`config.mk`:
```
export PLATFORM = sky130hd
export DESIGN_NAME = dm_result_dumper
export DESIGN_NICKNAME = d
export VERILOG_FILES = /design/src/rtl/dm_map_pkg.sv /design/src/rtl/dm_result_dumper.sv
export SDC_FILE = /design/constraint.sdc
export NUM_CORES = 1
export LEC_CHECK = 0
export BUFFER_PORTS_ARGS = -buffer_cell sky130_fd_sc_hd__buf_4
export CAP_MARGIN = 15
export CELL_PAD_IN_SITES_DETAIL_PLACEMENT = 0
export CELL_PAD_IN_SITES_GLOBAL_PLACEMENT = 2
export CORE_ASPECT_RATIO = 0.5
export CORE_MARGIN = 3
export CORE_UTILIZATION = 30
export CTS_CLUSTER_DIAMETER = 60
export DETAILED_ROUTE_END_ITERATION = 7
export HOLD_SLACK_MARGIN = 0.05
export PLACE_DENSITY = 0.92
export RECOVER_POWER = 50
export SLEW_MARGIN = 40
export SYNTH_ARGS = -nofsm -noshare
export SYNTH_HDL_FRONTEND = slang
export SYNTH_SLANG_ARGS = --single-unit
```
`constraint.sdc`:
```
create_clock -name clk -period 4.3 [get_ports clk]
set_input_delay 0 -clock clk [delete_from_list [all_inputs] [get_ports clk]]
set_output_delay 0 -clock clk [all_outputs]
set_load 0.02 [all_outputs]
```
`src/rtl/dm_map_pkg.sv`:
```
// Data-memory map constants and dumper state encoding shared across the SoC wrapper.
package dm_map_pkg;
  localparam logic [15:0] ANSWER_START = 16'h9000;
  localparam logic [15:0] HALT_ADDR    = 16'hFFFC;
  localparam logic [7:0]  HALT_BYTE    = 8'hFF;

  typedef enum logic [2:0] {IDLE, REQ, RD, WAIT, SEND, DONE} dumper_state_e;
endpackage

```
`src/rtl/dm_result_dumper.sv`:
```
// Snoops the DM write port for the halt flag, then reads the result words back over the
// shared DM read port and streams them out (valid/ready) with a running checksum.
module dm_result_dumper
  import dm_map_pkg::*;
#(
  parameter int unsigned       ADDR_W       = 16,
  parameter logic [ADDR_W-1:0] ANSWER_START = ADDR_W'(dm_map_pkg::ANSWER_START),
  parameter int unsigned       WORD_COUNT   = 74,
  parameter logic [ADDR_W-1:0] HALT_ADDR    = ADDR_W'(dm_map_pkg::HALT_ADDR),
  parameter logic [7:0]        HALT_BYTE    = dm_map_pkg::HALT_BYTE
) (
  input  logic              clk,
  input  logic              rst,
  input  logic [3:0]        snoop_w_en,
  input  logic [ADDR_W-1:0] snoop_addr,
  input  logic [31:0]       snoop_wdata,
  input  logic              clear,
  output logic              bus_req,
  input  logic              bus_gnt,
  output logic              dm_rd_en,
  output logic [ADDR_W-1:0] dm_rd_addr,
  input  logic [31:0]       dm_rd_data,
  output logic              out_valid,
  input  logic              out_ready,
  output logic [31:0]       out_data,
  output logic [ADDR_W-1:0] out_addr,
  output logic              out_last,
  output logic [31:0]       checksum,
  output logic              busy,
  output logic              done
);

  localparam int unsigned      IDX_W    = $clog2(WORD_COUNT + 1);
  localparam logic [IDX_W-1:0] LAST_IDX = IDX_W'(WORD_COUNT - 1);

  dumper_state_e     state_q, state_d;
  logic [IDX_W-1:0]  index_q, index_d;
  logic [31:0]       checksum_q, checksum_d;
  logic [31:0]       out_data_q, out_data_d;
  logic [ADDR_W-1:0] out_addr_q, out_addr_d;
  logic [ADDR_W-1:0] rd_addr_q, rd_addr_d;
  logic              rd_en_q, rd_en_d;
  logic              bus_req_q, bus_req_d;
  logic              out_valid_q, out_valid_d;
  logic              out_last_q, out_last_d;
  logic              done_q, done_d;
  logic              halt_hit;
  logic              unused_snoop;

  // Address arithmetic wraps at 2^ADDR_W.
  function automatic logic [ADDR_W-1:0] word_addr(input logic [IDX_W-1:0] idx);
    logic [31:0] offset;
    offset = 32'(idx) << 2;
    return ADDR_W'(32'(ANSWER_START) + offset);
  endfunction

  assign halt_hit = snoop_w_en[0] && (snoop_addr == HALT_ADDR) &&
                    (snoop_wdata[7:0] == HALT_BYTE);
  assign unused_snoop = ^{snoop_w_en[3:1], snoop_wdata[31:8]};

  always_comb begin
    state_d    = state_q;
    index_d    = index_q;
    checksum_d = checksum_q;
    out_data_d = out_data_q;
    out_addr_d = out_addr_q;
    case (state_q)
      IDLE: if (halt_hit) state_d = REQ;
      REQ:  if (bus_gnt) state_d = RD;
      // Losing the grant between words sends us back to re-request the same index.
      RD:   state_d = bus_gnt ? WAIT : REQ;
      WAIT: begin
        out_data_d = dm_rd_data;
        out_addr_d = word_addr(index_q);
        state_d    = SEND;
      end
      SEND: begin
        if (out_ready) begin
          checksum_d = checksum_q + out_data_q;
          index_d    = index_q + 1'b1;
          if (index_q == LAST_IDX) state_d = DONE;
          else if (bus_gnt)        state_d = RD;
          else                     state_d = REQ;
        end
      end
      DONE: begin
        if (clear) begin
          index_d    = '0;
          checksum_d = '0;
          state_d    = IDLE;
        end
      end
      default: state_d = IDLE;
    endcase

    // Outputs are registered decodes of the next state.
    rd_en_d     = (state_d == RD);
    rd_addr_d   = (state_d == RD) ? word_addr(index_d) : '0;
    bus_req_d   = (state_d == REQ) || (state_d == RD) || (state_d == WAIT) || (state_d == SEND);
    out_valid_d = (state_d == SEND);
    out_last_d  = (state_d == SEND) && (index_d == LAST_IDX);
    done_d      = (state_d == DONE);
  end

  always_ff @(posedge clk) begin
    if (!rst) begin
      state_q     <= IDLE;
      index_q     <= '0;
      checksum_q  <= '0;
      out_data_q  <= '0;
      out_addr_q  <= '0;
      rd_addr_q   <= '0;
      rd_en_q     <= 1'b0;
      bus_req_q   <= 1'b0;
      out_valid_q <= 1'b0;
      out_last_q  <= 1'b0;
      done_q      <= 1'b0;
    end else begin
      state_q     <= state_d;
      index_q     <= index_d;
      checksum_q  <= checksum_d;
      out_data_q  <= out_data_d;
      out_addr_q  <= out_addr_d;
      rd_addr_q   <= rd_addr_d;
      rd_en_q     <= rd_en_d;
      bus_req_q   <= bus_req_d;
      out_valid_q <= out_valid_d;
      out_last_q  <= out_last_d;
      done_q      <= done_d;
    end
  end

  // The strobe is qualified by the live grant so the SRAM never sees a read it did not mux in.
  assign dm_rd_en   = rd_en_q & bus_gnt;
  assign dm_rd_addr = rd_addr_q;
  assign bus_req    = bus_req_q;
  assign busy       = bus_req_q;
  assign out_valid  = out_valid_q;
  assign out_data   = out_data_q;
  assign out_addr   = out_addr_q;
  assign out_last   = out_last_q;
  assign checksum   = checksum_q;
  assign done       = done_q;

endmodule

```
==> summary.md, run 1 <==
| Metric | Value |
|---|---|
| CP startpoint kind | register |
| Netlist cell types | 63 |
| Routability cong. | 0.831 |
| Clk sinks | 95 |
| Grt ovf | 0 |
| Clk slew on worst S/H paths | 0.07 ns |
| Area of the multi-input gates | 3120 µm² |
| Dominant cell type by area after synthesis | dfxtp_1 |
| WL per Instance | roughly 15 µm |
| Static Leak | 2.70 nW |
| Max VDD drop | 0.182 mV |
| Fin util | 0.406 |
| Post-route DRC | 0 |
| Buf+Inv Stages, Crit Path | 0 |
| Max Cap Viol | 0 |
| Actual slew at the worst max-slew pin | 0.607 ns |
| IO Pins | roughly 190 |
| Fin nets | 924 |
| Ranking of synthesized cells by area | dfxtp_1 (36%), nand2_1 (9.2%), ha_1 (7.9%) |
| Total CTS buffers | 9 |
| Clk buf depth | 2 |
| Mapped Cells | 637 |
| Crit Path Category | reg -> reg |
| FF+latch area | 1900 µm² |
| WL final | 15,100 µm |
| P&R area growth vs syn | 29.7% |
| Seq/Total Area, Yosys | 0.363 |
| Setup Skew | 0.0105 ns |
| Final worst-path cycle share | 0.669 |
| CTS tree | yes |
| Die Wd | 193 µm |
| CP Data Arrival Time | between 3 and 4 ns |
| Placed Cells | 985 |
| Via count | about 4.9k |
| Critical path's top delay family | compound AO/OA/AOI/OAI gates |
| Post-route ant nets | 0 |
| H-tree levels | 3 |
| Starting Density | 0.313 |
| First-pass GRT wire length | 24,400 µm |
| Chip height | 99.5 µm |
| Syn_area_per_cell | 8.23 µm² |
| Pin count of the biggest net entering global routing | 67 |
| CTS resizes | 0 |
| DR iter-0 viols | about 180 |
| Max-slew headroom | 0.595 |
| YS warnings | 0 |
| FILL cells | roughly 1.8k |
| Asr flop ratio synth | 0 |
| Site Rows | 33 |
| Die Area | 19,200 µm² |
| Layout Cells excl Fill | 1,033 |
| Top_reg_cell synth | dfxtp_1 |
| Inserted Diodes | 0 |
| Vias in the first global route | 4,792 |
| Status | completed |
| Cell Chain, Critical Path | ha_1 > fa_1 > a21o_1 > a31oi_1 > o2111ai_1 > nand2_1 > o211a_1 > o21ai_1 > o31ai_1 > mux2i_1 > o311ai_1 |
| Fmax | 347 MHz |
| RSZ-0062 raised after global routing | no |
| Seq cells post-synth | 95 |
| Most frequent cells in the layout | nand2_1 (128), dfxtp_1 (95), clkbuf_1 (88) |
| Initial antenna violation count | 0 |
| Slew Limit Fails | 0 |
| Hold Vio Cnt, Final | 0 |
| Setup TNS | 0 ns |
| IO Port Bufs | 149 |
| Mapped Area | 5240 µm² |
| Worst hold path class | in -> reg |
| Crit path time final | around 2.9 ns |
| Drt pass-1 iters | 5 |
| Placed inst area | 6490 µm² |
| Core box area | 16,700 µm² |
| Vias per cell | 4.78 |
| Tot GR Track Use | 0.158 |
| Slowest-stage cell, CP | fa_1 |
| Yosys top cell area share | 0.363 |
| Final Instance Area | about 7000 µm² |
| CP endpoint kind | register |
| Power Density | 270 nW/µm² |
| Worst-Skew Late Latency | 0.35 ns |
| Max FO, Critical Path | 3 |
| Commonest non-fill, non-tap cell in the layout | nand2_1 |
| CP peak stage delay | 0.40 ns |
| Hpwl dp | ~11,000 µm |
| Required @ worst endpoint | about 4.5 ns |
| Number of flops mapped to enable cells by yosys | 0 |
| CTS Root Cell | clkbuf_16 |
| Layout cells sized above 1 | 0.123 |
| Setup violators final | 0 |
[cell type report]
cell class | instances | area share
Multi-Input combinational cell | 499 | 0.459
Inverter | 11 | 0.00608
Sequential cell | 95 | 0.280
Clock inverter | 6 | 0.0110
Clock buffer | 10 | 0.0352
Timing Repair Buffer | 185 | 0.168
Tap cell | 227 | 0.0418
[tightest hold or removal path: stages]
cell      delay [ns]
buf_4           0.10
o211ai_1        0.24
inv_1           0.10
[where the power goes]
| part | switching [mW] | internal, mW | leakage, nW |
|---|---|---|---|
| Clock | 0.378 | 0.477 | 0.152 |
| Combinational | 0.0381 | 0.0618 | 1.79 |
| Sequential | 0.00000000464 | 0.879 | 0.765 |
| Total | 0.416 | 1.42 | 2.70 |
[cell families after synthesis]
| kind of cell | share of synthesized area |
|---|---|
| buf+inv | 0.0537 |
| mux | 0.00788 |
| other cells | 0.000716 |
| compound gates | 0.223 |
| fa+ha+maj | 0.0826 |
| simple gates | 0.222 |
| xor+xnor | 0.0468 |
| flops | 0.363 |
[final timing paths]
| kind | slack (ns) | endpoint | startpoint | cells after the start |
|---|---|---|---|---|
| max reg2reg | 1.42 | checksum[28] | out_data[0] | 11 |
| min | 0.12 | state_q[1] | bus_gnt | 3 |
| max | 1.42 | checksum[28] | out_data[0] | 11 |
| min reg2reg | 0.47 | checksum[29] | checksum[29] | 2 |
[cells in the mapped netlist, types with 3 or more instances]
| master | count |
|---|---|
| nor2b_1 | 14 |
| a211oi_1 | 3 |
| xnor2_1 | 16 |
| nand4_1 | 14 |
| a21boi_0 | 44 |
| xor2_1 | 12 |
| clkbuf_1 | 26 |
| o21ai_0 | 31 |
| ha_1 | 33 |
| o21ai_1 | 5 |
| buf_4 | 17 |
| inv_1 | 11 |
| dfxtp_1 | 95 |
| o211ai_1 | 3 |
| nand2b_1 | 6 |
| and2_1 | 11 |
| a31oi_1 | 7 |
| o21bai_1 | 5 |
| nor2_1 | 23 |
| a21oi_1 | 38 |
| mux2i_1 | 3 |
| nand2_1 | 128 |
| a22oi_1 | 8 |
| o2111ai_1 | 4 |
| nand3_1 | 12 |
| nor3_1 | 13 |
| a21o_1 | 13 |
[routing by layer]
| metal | wire [µm] | global-route usage |
|---|---|---|
| met1 | 7510 | 0.209 |
| met2 | 6940 | 0.265 |
| met3 | 521 | 0.0349 |
| met4 | 112 | 0.0322 |
| met5 | 0 | 0 |
[per-stage QoR]
| stage | setup WS (ns) | total power, mW | hold slack [ns] |
|---|---|---|---|
| 2_1_floorplan | 1.75 | 0.938 | 0.145 |
| 3_3_place_gp | 1.46 | 0.976 | 0.264 |
| 3_5_place_dp | 1.41 | 0.976 | 0.271 |
| 4_1_cts | 1.40 | 1.87 | 0.101 |
| 5_1_grt | 1.19 | 1.91 | 0.196 |
| 6_report | 1.42 | 1.83 | 0.120 |
[flip-flops by register name, indices dropped and copies added, names as in the netlist]
register    flops
index_q         7
out_valid       1
out_addr        8
state_q         3
rd_en_q         1
checksum       32
out_data       32
dm_rd_addr      8
done            1
out_last        1
bus_req         1
[what timing repair did]
item,CTS,global route
endpoints found under the hold margin,32,0
buffers inserted,0,0
hold buffers,32,0
Power figures use the tool's default switching activity.
==> run 2: changes to the inputs <==
CORE_UTILIZATION = 25   (was 30)
PLACE_DENSITY = 0.82   (was 0.92)
clock period = 2.5 ns   (was 4.3 ns; I/O delays follow)
==> summary.md, run 2 (synthesized netlist as in run 1, its figures left out) <==
| Metric | Value |
|---|---|
| Status | finished, violations left |
| Failing checks | negative setup slack |
| Worst-Skew Late Latency | around 0.35 ns |
| CTS tree | yes |
| Drt pass-1 iters | 4 |
| Slew Limit Fails | 0 |
| Fmax | 399 MHz |
| Power Density | 397 nW/µm² |
| CP endpoint kind | register |
| Area of the multi-input gates | 3320 µm² |
| Crit path time final | 2.51 ns |
| Crit path capture | checksum[31] |
| Die Wd | 211 µm |
| Pin count of the biggest net entering global routing | 41 |
| Hpwl dp | 12,700 µm |
| Worst hold path class | in -> reg |
| CP startpoint kind | register |
| P&R area growth vs syn | 46.6% |
| DR iter-0 viols | 217 |
| Vias per cell | 4.59 |
| RSZ-0062 raised after global routing | yes |
| Max VDD drop | 0.261 mV |
| Setup TNS | -0.00685 ns |
| Crit. path cell count | 12 |
| Grt ovf | 0 |
| Critical path's top delay family | compound AO/OA/AOI/OAI gates |
| Commonest non-fill, non-tap cell in the layout | buf_4 |
| Post-route DRC | 0 |
| Layout cells sized above 1 | 0.249 |
| Total CTS buffers | 9 |
| Initial antenna violation count | 0 |
| Hold Vio Cnt, Final | 0 |
| CP Data Arrival Time | 2.74 ns |
| Fin nets | 1,001 |
| Setup Skew | 0.0127 ns |
| Final WS setup | -0.00685 ns |
| Chip height | 108 µm |
| Worst R2R Start | checksum[1] |
| Required @ worst endpoint | 2.74 ns |
| Buf+Inv Stages, Crit Path | 2 |
| Max FO, Critical Path | 3 |
| Starting Density | 0.262 |
| H-tree levels | 3 |
| CP startpoint | checksum[1] |
| CTS Root Cell | clkbuf_16 |
| Clk sinks | 95 |
| IO Pins | 191 |
| Tot GR Track Use | 0.142 |
| Crit Path Category | reg -> reg |
| Vias in the first global route | 5,067 |
| Die Area | 22,800 µm² |
| Routability cong. | 0.835 |
| Fin util | 0.384 |
| Most frequent cells in the layout | buf_4 (155), nand2_1 (127), dfxtp_1 (91) |
| Slowest-stage cell, CP | or4b_4 |
| Max Cap Viol | 0 |
| Via count | around 5.3k |
| IO Port Bufs | 149 |
| Post-route ant nets | 0 |
| Inserted Diodes | 0 |
| Reg2reg path depth | 12 |
| WL final | 16,600 µm |
| Static Leak | 3.14 nW |
| FF+latch area | 1910 µm² |
| WL per Instance | between 10 and 15 µm |
| Clk buf depth | 2 |
| Cell Chain, Critical Path | buf_4 > ha_4 > a21oi_2 > o211ai_1 > buf_4 > or4b_4 > o211ai_4 > a21oi_4 > nor3b_2 > nor3_2 > a31oi_1 > o31ai_1 |
| Worst r2r dst | checksum[31] |
| Register-to-register setup slack | -0.007 ns |
| Setup violators final | 1 |
| HP Start | rst |
| FILL cells | 2,150 |
| CP peak stage delay | 0.49 ns |
| Clk slew on worst S/H paths | 0.08 ns |
| Core box area | about 20,000 µm² |
| Site Rows | 36 |
| WHS | just over 0.08 ns |
| Crit path top cell by count | buf_4 |
| Final worst-path cycle share | 1.00 |
| First-pass GRT wire length | 26,100 µm |
-- run 2: cell types whose count changed in the layout (fill, tap and decap cells not counted), moves of 3 or more --
cell,change
ha_4,+7
clkbuf_1,-15
o21ai_0,-3
a21oi_1,-5
a31oi_1,-3
and2_1,+3
dfxtp_2,+3
dfxtp_1,-4
ha_1,-7
a21oi_2,+4
buf_4,+90
-- run 2: final cells by class --
type,instances,share of cell area
Inverter,11,0.00538
Sequential cell,95,0.249
Timing Repair Buffer,262,0.233
Clock inverter,7,0.00863
Tap cell,266,0.0433
Clock buffer,9,0.0293
Multi-Input combinational cell,499,0.432
-- run 2: worst min-delay path by stage --
stage	to	slack, ns	cells past startpoint
after floorplan	out_data[0]	0.14	2
after global placement	out_data[29]	0.26	3
after detailed placement	out_data[24]	0.27	3
after CTS	bus_req	0.07	3
after global routing	dm_rd_addr[8]	0.1	3
final	bus_req	0.08	3
-- run 2: repair_timing --
| action | in CTS | in global routing |
|---|---|---|
| resized for setup | 12 | 25 |
| setup endpoints to repair | 9 | 13 |
| hold endpoints to repair | 32 | 0 |
| hold buffers | 32 | 0 |
| buffers inserted | 2 | 13 |
| pin swaps | 7 | 14 |
-- run 2: power breakdown --
group,leakage (nW),internal [mW],switching (mW),total (mW)
Sequential,0.767,1.51,0.00000000653,1.51
Combinational,2.24,0.108,0.0669,0.175
Clock,0.135,0.695,0.673,1.37
Total,3.14,2.31,0.740,3.05
-- run 2: per-stage QoR --
stage | power, mW | std cells | cell area [µm²] | setup WS [ns]
2_1_floorplan | 1.61 | 650 | 5300 | 0.00728
3_3_place_gp | 1.68 | 1086 | 7020 | -0.147
3_5_place_dp | 1.68 | 1086 | 7020 | -0.202
4_1_cts | 3.11 | 1136 | 7710 | 0.00866
5_1_grt | 3.17 | 1149 | 7680 | -0.117
6_report | 3.05 | 1149 | 7680 | -0.00685
-- run 2: worst reg2reg max path, stage by stage (launching register included) --
cell and delay (ns):
dfxtp_2 0.33, buf_4 0.15, ha_4 0.26, a21oi_2 0.05, o211ai_1 0.19, buf_4 0.16, or4b_4 0.49, o211ai_4 0.13
a21oi_4 0.10, nor3b_2 0.18, nor3_2 0.07, a31oi_1 0.19, o31ai_1 0.09
-- run 2: layer usage --
| metal | GRT usage | share of wire | up-vias |
|---|---|---|---|
| met5 | 0 | 0 | - |
| met4 | 0.0368 | 0.016 | 0 |
| met3 | 0.0281 | 0.032 | 18 |
| met2 | 0.241 | 0.48 | 77 |
| met1 | 0.185 | 0.48 | 2483 |
| li1 | - | - | 2698 |
